### src/rtl/expansor_vizinhos_if.sv
// Bundles the node, read-manager and result handshakes of the neighbour expander.
// slave: expander side; master: the surrounding fabric (node source, read manager, sink).
interface expansor_vizinhos_if #(
  parameter int unsigned NUM_READ_PORTS = 8,
  parameter int unsigned DATA_WIDH      = 32,
  parameter int unsigned ADDR_WIDTH     = 8
);
  logic                                 node_valid_in;
  logic [ADDR_WIDTH-1:0]                node_addr_in;
  logic                                 node_ready_out;
  logic                                 read_en_out;
  logic [ADDR_WIDTH*NUM_READ_PORTS-1:0] read_addr_out;
  logic                                 ready_in;
  logic [DATA_WIDH*NUM_READ_PORTS-1:0]  read_data_in;
  logic                                 result_valid_out;
  logic [DATA_WIDH*NUM_READ_PORTS-1:0]  result_data_out;
  logic [NUM_READ_PORTS-1:0]            result_mask_out;
  logic                                 result_ready_in;
  logic [15:0]                          expand_count_out;

  modport slave (
    input  node_valid_in, node_addr_in, ready_in, read_data_in, result_ready_in,
    output node_ready_out, read_en_out, read_addr_out, result_valid_out,
    output result_data_out, result_mask_out, expand_count_out
  );

  modport master (
    output node_valid_in, node_addr_in, ready_in, read_data_in, result_ready_in,
    input  node_ready_out, read_en_out, read_addr_out, result_valid_out,
    input  result_data_out, result_mask_out, expand_count_out
  );
endinterface

### src/rtl/expansor_vizinhos.sv
// Neighbour expander: accepts a node, requests its NUM_READ_PORTS successor addresses,
// waits READ_LATENCY cycles after the grant, then presents the words with a validity mask.
module expansor_vizinhos #(
  parameter int unsigned NUM_READ_PORTS = 8,
  parameter int unsigned DATA_WIDH      = 32,
  parameter int unsigned ADDR_WIDTH     = 8,
  parameter int unsigned READ_LATENCY   = 1
) (
  input logic                clk,
  input logic                rst_n,
  expansor_vizinhos_if.slave bus
);

  typedef enum logic [1:0] {StIdle, StReq, StWait, StOut} state_e;

  state_e                               state_q, state_d;
  logic [ADDR_WIDTH*NUM_READ_PORTS-1:0] addr_q, addr_d;
  logic [3:0]                           lat_q, lat_d;
  logic [DATA_WIDH*NUM_READ_PORTS-1:0]  data_q, data_d;
  logic [NUM_READ_PORTS-1:0]            mask_q, mask_d;
  logic [15:0]                          expand_count_q, expand_count_d;

  always_comb begin
    state_d        = state_q;
    addr_d         = addr_q;
    lat_d          = lat_q;
    data_d         = data_q;
    mask_d         = mask_q;
    expand_count_d = expand_count_q;
    unique case (state_q)
      StIdle: begin
        if (bus.node_valid_in) begin
          // Port p reads node+p+1; the add truncates so addresses wrap.
          for (int p = 0; p < int'(NUM_READ_PORTS); p++) begin
            addr_d[ADDR_WIDTH*p +: ADDR_WIDTH] = bus.node_addr_in + ADDR_WIDTH'(p + 1);
          end
          state_d = StReq;
        end
      end
      StReq: begin
        if (bus.ready_in) begin
          lat_d   = 4'(READ_LATENCY);
          state_d = StWait;
        end
      end
      StWait: begin
        lat_d = lat_q - 4'd1;
        if (lat_q <= 4'd1) begin
          data_d = bus.read_data_in;
          // All-ones word is the no-neighbour marker.
          for (int p = 0; p < int'(NUM_READ_PORTS); p++) begin
            mask_d[p] = ~&bus.read_data_in[DATA_WIDH*p +: DATA_WIDH];
          end
          state_d = StOut;
        end
      end
      StOut: begin
        if (bus.result_ready_in) begin
          expand_count_d = expand_count_q + 16'd1;
          state_d        = StIdle;
        end
      end
      default: state_d = StIdle;
    endcase
  end

  always_ff @(posedge clk or negedge rst_n) begin
    if (!rst_n) begin
      state_q        <= StIdle;
      addr_q         <= '0;
      lat_q          <= '0;
      data_q         <= '0;
      mask_q         <= '0;
      expand_count_q <= '0;
    end else begin
      state_q        <= state_d;
      addr_q         <= addr_d;
      lat_q          <= lat_d;
      data_q         <= data_d;
      mask_q         <= mask_d;
      expand_count_q <= expand_count_d;
    end
  end

  assign bus.node_ready_out   = (state_q == StIdle);
  assign bus.read_en_out      = (state_q == StReq);
  assign bus.read_addr_out    = addr_q;
  assign bus.result_valid_out = (state_q == StOut);
  assign bus.result_data_out  = data_q;
  assign bus.result_mask_out  = mask_q;
  assign bus.expand_count_out = expand_count_q;

endmodule
### src/flat_wrapper.sv
// flat-port wrapper written by rule: the top's interface ports become plain ports
module expansor_vizinhos_flat 
#(
  parameter int unsigned NUM_READ_PORTS = 8,
  parameter int unsigned DATA_WIDH      = 32,
  parameter int unsigned ADDR_WIDTH     = 8,
  parameter int unsigned READ_LATENCY   = 1
)
  (clk, rst_n, bus_node_valid_in, bus_node_addr_in, bus_ready_in, bus_read_data_in, bus_result_ready_in, bus_node_ready_out, bus_read_en_out, bus_read_addr_out, bus_result_valid_out, bus_result_data_out, bus_result_mask_out, bus_expand_count_out);
  expansor_vizinhos_if #(.NUM_READ_PORTS(NUM_READ_PORTS), .DATA_WIDH(DATA_WIDH), .ADDR_WIDTH(ADDR_WIDTH)) bus_i ();
  input logic clk;
  input logic rst_n;
  input wire logic [$bits(bus_i.node_valid_in)-1:0] bus_node_valid_in;
  input wire logic [$bits(bus_i.node_addr_in)-1:0] bus_node_addr_in;
  input wire logic [$bits(bus_i.ready_in)-1:0] bus_ready_in;
  input wire logic [$bits(bus_i.read_data_in)-1:0] bus_read_data_in;
  input wire logic [$bits(bus_i.result_ready_in)-1:0] bus_result_ready_in;
  output wire logic [$bits(bus_i.node_ready_out)-1:0] bus_node_ready_out;
  output wire logic [$bits(bus_i.read_en_out)-1:0] bus_read_en_out;
  output wire logic [$bits(bus_i.read_addr_out)-1:0] bus_read_addr_out;
  output wire logic [$bits(bus_i.result_valid_out)-1:0] bus_result_valid_out;
  output wire logic [$bits(bus_i.result_data_out)-1:0] bus_result_data_out;
  output wire logic [$bits(bus_i.result_mask_out)-1:0] bus_result_mask_out;
  output wire logic [$bits(bus_i.expand_count_out)-1:0] bus_expand_count_out;
  assign bus_i.node_valid_in = bus_node_valid_in;
  assign bus_i.node_addr_in = bus_node_addr_in;
  assign bus_i.ready_in = bus_ready_in;
  assign bus_i.read_data_in = bus_read_data_in;
  assign bus_i.result_ready_in = bus_result_ready_in;
  assign bus_node_ready_out = bus_i.node_ready_out;
  assign bus_read_en_out = bus_i.read_en_out;
  assign bus_read_addr_out = bus_i.read_addr_out;
  assign bus_result_valid_out = bus_i.result_valid_out;
  assign bus_result_data_out = bus_i.result_data_out;
  assign bus_result_mask_out = bus_i.result_mask_out;
  assign bus_expand_count_out = bus_i.expand_count_out;
  expansor_vizinhos #(.NUM_READ_PORTS(NUM_READ_PORTS), .DATA_WIDH(DATA_WIDH), .ADDR_WIDTH(ADDR_WIDTH), .READ_LATENCY(READ_LATENCY)) u_core (.clk(clk), .rst_n(rst_n), .bus(bus_i));
endmodule
### config.mk
export PLATFORM = sky130hd
export DESIGN_NAME = expansor_vizinhos_flat
export DESIGN_NICKNAME = d
export VERILOG_FILES = /design/src/rtl/expansor_vizinhos_if.sv /design/src/rtl/expansor_vizinhos.sv /design/src/flat_wrapper.sv
export SDC_FILE = /design/constraint.sdc
export NUM_CORES = 1
export LEC_CHECK = 0
export ABC_CLOCK_PERIOD_IN_PS = 2000
export CORE_AREA = 2 2 241 243
export DETAILED_ROUTE_END_ITERATION = 6
export DIE_AREA = 0 0 243 245
export PLACE_DENSITY = 0.49
export SLEW_MARGIN = 40
export SYNTH_ARGS = -nofsm -noshare
export SYNTH_HDL_FRONTEND = slang
export SYNTH_SLANG_ARGS = --single-unit
### constraint.sdc
create_clock -name clk -period 2 [get_ports clk]
set_clock_uncertainty 0.05 [all_clocks]
set_input_delay 0.4 -clock clk [delete_from_list [all_inputs] [get_ports clk]]
set_output_delay 0.4 -clock clk [all_outputs]
set_load 0.1 [all_outputs]
# == Word-level counts from Yosys, hierarchy flattened ==
# Cells that the tools add are included.
# word_totals
ff_bits,350
latchBits,0
ram_bits,0
rom_bits,0
input_bits,269
out_inout_bits,347
elab_cells,54
n_memories,0
# classes
add_sub_neg,10
n_mul,0
n_div,0
n_lt_le_gt_ge,1
n_eq_ne,7
shifts,0
muxes,7
bitwise,0
reduce_logical,23
# op_table
operator,count
32-bit AND reduction,8
8-bit by 3-bit adder with 8-bit output (second input constant),4
16-bit by 1-bit adder with 16-bit output (second input constant),1
8-bit by 2-bit adder with 8-bit output (second input constant),2
8-bit by 1-bit adder with 8-bit output (second input constant),1
8-bit by 4-bit adder with 8-bit output (second input constant),1
1-bit logical NOT,8
2-bit two-way mux,4
2-bit one-hot mux with 4 select lines,1
4-bit one-hot mux with 2 select lines,1
2-bit AND reduction,4
2-bit != test (second input constant),3
2-bit == test (second input constant),2
4-bit by 1-bit <= comparator with 1-bit output (second input constant),1
4-bit two-way mux,1
4-bit AND reduction,1
4-bit by 1-bit subtractor with 4-bit output (second input constant),1
2-bit by 1-bit == test with 1-bit output (second input constant),1
2-bit logical NOT,1
2-bit by 1-bit != test with 1-bit output (second input constant),1
2-bit nonzero test,1

# == Logic depth before layout (Yosys ltp) ==
# Gate-level depths: netlist of the first run.
# depth
word_depth,3
ltp_mapped,9
depth_no_buf,6

# == Least setup slack after synthesis of the first run ==
# OpenSTA, ideal clock, no wires.
# synth_timing
path_kind,register to register
startpoint,register u_core.state_q[0]
endpoint,register u_core.expand_count_q[14] (netlist: u_core.bus.expand_count_out[14])
setup_time_ps,158
arrival_time_ps,2227
required_time_ps,1792
setup_slack_ps,-435
stages_incl_launch_ff,6
path_buffers,0
synth_period_minus_slack_ps,2435
path_cell_list,dfrtp_1 > ha_1 > nand3_1 > nor4_2 > nand3_1 > xnor2_1
# synth_via
elab_chain_len,2
# synth_lines
item,line_no,text
"start, declared",expansor_vizinhos.sv:16,"state_e state_q, state_d;"
"start signal, assigned",expansor_vizinhos.sv:69,state_q <= StIdle;
"start signal, assigned",expansor_vizinhos.sv:76,state_q <= state_d;
2-bit == test,--,
named net bus_result_valid_out,flat_wrapper.sv:21,output wire logic [$bits(bus_i.result_valid_out)-1:0] bus_result_valid_out;
2-bit AND reduction (no source line),--,
"end signal, assigned",expansor_vizinhos.sv:81,expand_count_q <= expand_count_d;
"end, declared",expansor_vizinhos.sv:21,"logic [15:0] expand_count_q, expand_count_d;"
# The timed path passes the listed nets, and every way through them passes these cells.
# A chain may end at the register's enable or synchronous reset.

# == Final worst setup path of the first run ==
# layout_timing
startpoint,register u_core.state_q[1]
endpoint,output bus_node_ready_out
# layout_via
elab_chain_len,1
# layout_lines
item,line_no,text
2-bit logical NOT,expansor_vizinhos.sv:85,assign bus.node_ready_out = (state_q == StIdle);
"end, declared",flat_wrapper.sv:18,output wire logic [$bits(bus_i.node_ready_out)-1:0] bus_node_ready_out;
# No other way between the ends.

==> reports/qor.yml, run 1 <==
slew_headroom: 0.6456
rsz0062_at_grt: "true"
ys_seq_area_frac: 0.5957
min_path_type: "in -> async"
rows: 88
async_reset_ff_frac: 1.000
vias_per_cell: 4.350
synth_area_leaders: "dfrtp_1, mux2_2, mux2_4"
grt_max_degree: 62
cts_tree: "done"
slew_violations: 0
grt_pass1_wl_um: 80200
drive_gt1_frac: 0.4528
grt_overflow: 0
drtIter0Drc: 406
slowest_delay_ps: 410
worstMarginPinSlew_ps: 526.8
synth_area_leader_cell: "dfrtp_1"
rr_endpoint: "u_core.bus.result_data_out[124]"
area_growth_pct: 66.81
die_w_um: 243
syn-instance-count: 1032
cts_buffer_depth: 3
reg2reg_slack_ps: 40
ios: 616
status: "finished clean"
synth_flop_cell: "dfrtp_1"
crit_cells: 3
path_clk_slew_ps: 60
gp_congestion: 0.8969
dp_hpwl_um: 42910
yosysTopAreaCellShare: 0.5957
final_cell_area_um2: 23820
ctsRootBufferMaster: "clkbuf_16"
crit_start: "u_core.state_q[1]"
synth_area_um2: 14280
die_y_um: 245
crit_buf_inv: 2
routedWlPerCell_um: 21.99
syn_avg_cell_area_um2: 13.84
clock.fmax_mhz: 510.0
arrival_ps: 1510
coreArea_um2: 57030
cpMaxStageDelayCell: "dfrtp_1"
ys_warn_count: 0
synth-edff-count: 0
setup_viol: 0
startpoint_type: "flip-flop"
tns_ps: 0
via_count: 11080
ant_nets: 0
htreeDepth: 2
grt_util_all_layers: 0.1806
path_class: "reg -> out"
synth.distinct_cells: 37
finalCritPeriodShare: 0.9804
r2r_start: "u_core.lat_q[0]"
drc: 0
clkSinkCount: 340
numCtsBuffers: 43
die_area_um2: 59540
synth_seq_cells: 340
cp-end-kind: "output port"
cp_max_fo: 5
port_buffers: 615
crit_chain: "inv_1, ha_2, buf_12"
clk_latency_ps: 550
finalCriticalPeriod_ps: 1961
grt_pass1_vias: 11740
syn_nets: 1318
hold_viol_final: 0
endpoint: "bus_node_ready_out"
antenna_found_initial: 4
reg2reg_depth: 9
start_util: 0.2504
placed_area_um2: 21730
nets: 2034
wl_um: 56000
drv_cap: 0
critical_path.top_delay_family: "flip-flops"
critical_path_required_ps: 1550
first_pass_iters: 5
worst reg2reg max path, cell delays in order, from the launching register on:
cell and delay (ps):
dfrtp_1 400, inv_2 70, ha_4 160, o211ai_1 200, buf_4 170, buf_12 120
buf_12 120, buf_12 120, buf_16 130, mux2_4 300
logic make-up (layout without fill, tap and decap cells):
logic type / count (synthesis) / after routing / share of synthesized area
and+or+nand+nor: 207 / 207 / 0.07499
adders and majority gates: 17 / 17 / 0.01489
xor gates and xnor gates: 54 / 54 / 0.03311
AOI/OAI and AO/OA: 84 / 84 / 0.03268
buffers and inverters: 72 / 820 / 0.02838
DFF: 340 / 340 / 0.5957
muxes: 258 / 258 / 0.2202
other: 0 / 2 / 0
cell usage after synthesis, types with 2 or more instances:
| cell type | n |
|---|---|
| nand3_1 | 12 |
| ha_1 | 17 |
| a21o_1 | 9 |
| o21ai_0 | 54 |
| xor2_1 | 26 |
| buf_2 | 27 |
| mux2_4 | 64 |
| a21oi_1 | 13 |
| nor4_1 | 16 |
| nor4_2 | 2 |
| nand2_1 | 73 |
| nor2b_1 | 6 |
| clkbuf_1 | 14 |
| nand4_1 | 70 |
| and2_1 | 2 |
| buf_6 | 8 |
| buf_4 | 11 |
| dfrtp_1 | 340 |
| mux2_2 | 194 |
| nor2_1 | 19 |
| inv_1 | 12 |
| xnor2_1 | 28 |
how the worst min path moves through the flow:
stage,endpoint,cells after the start,from
global route,u_core.bus.result_data_out[133],2,rst_n
floorplan,u_core.bus.expand_count_out[0],0,rst_n
CTS,u_core.bus.result_data_out[133],2,rst_n
detailed placement,u_core.bus.result_data_out[133],1,rst_n
finish,u_core.bus.result_data_out[133],2,rst_n
global placement,u_core.bus.result_data_out[133],1,rst_n
placed cells by master (no fill, tap or decap), drive strengths merged, types with 2 or more instances in the layout:
| master | Yosys | layout |
|---|---|---|
| diode | 0 | 2 |
| nand3 | 12 | 12 |
| buf | 46 | 458 |
| mux2 | 258 | 258 |
| o21ai | 54 | 54 |
| xor2 | 26 | 26 |
| nand4 | 71 | 71 |
| clkdlybuf4s50 | 0 | 267 |
| dfrtp | 340 | 340 |
| nor2b | 6 | 6 |
| clkinv | 0 | 8 |
| ha | 17 | 17 |
| clkbuf | 14 | 72 |
| a21oi | 13 | 13 |
| and2 | 2 | 2 |
| xnor2 | 28 | 28 |
| nand2 | 73 | 73 |
| a21o | 9 | 9 |
| nor4 | 18 | 18 |
| nor2 | 19 | 19 |
| inv | 12 | 12 |
registers in the layout, indices dropped and copies added (netlist names):
name / flops
u_core.bus.read_addr_out: 54
u_core.bus.result_data_out: 256
u_core.bus.result_mask_out: 8
u_core.lat_q: 4
u_core.state_q: 2
u_core.bus.expand_count_out: 16
per-layer routing:
metal	part of all wire	vias up	track usage
met5	0.00048	-	0
met2	0.51	386	0.3152
met3	0.075	75	0.06003
met4	0.024	4	0.04980
li1	-	5129	-
met1	0.40	5485	0.2117
metrics by stage:
step           worst slack [ps]  cells    util  hold WS, ps
2_1_floorplan            -75.16   1032       -        54.41
3_3_place_gp             -348.5   2436  0.3811        205.2
3_5_place_dp             -259.8   2436  0.3811        203.7
4_1_cts                  -23.47   2539  0.4155        219.2
5_1_grt                  -63.17   2545  0.4176        241.7
6_report                  39.20   2547  0.4177        233.9
repair_timing:
item / in CTS / in global routing
pin swaps: 1 / 2
gates cloned: 10 / 6
hold buffers: 1 / 0
endpoints found under the setup margin: 229 / 239
hold endpoints to repair: 235 / 0
setup buffers: 15 / 4
resized for setup: 25 / 16
layout make-up:
| type | instances | area [um2] |
|---|---|---|
| Fill cell | 5440 | 33210 |
| Sequential cell | 340 | 8516 |
| Timing Repair Buffer | 731 | 7491 |
| Multi-Input combinational cell | 620 | 5416 |
| Clock buffer | 68 | 1343 |
| Tap cell | 765 | 957.2 |
| Clock inverter | 9 | 51.30 |
| Inverter | 12 | 45.04 |
| Antenna cell | 2 | 5.005 |
Power of run 1 is left out: the tool's default activity adds up to more than one toggle a clock period on the data nets, which glitch-free logic cannot reach.
==> run 2: changes to the inputs <==
CTS_CLUSTER_SIZE = 28   (was not set)
==> results of run 2 <==
No change in the layout: final DEF, timing and power equal those of run 1.
Power of run 2 is left out for the same reason.
==> run 3: changes to the inputs <==
SLEW_MARGIN = 25   (was 40)
==> results of run 3 <==
No change in the layout: final DEF, timing and power equal those of run 1.
Power of run 3 is left out for the same reason.
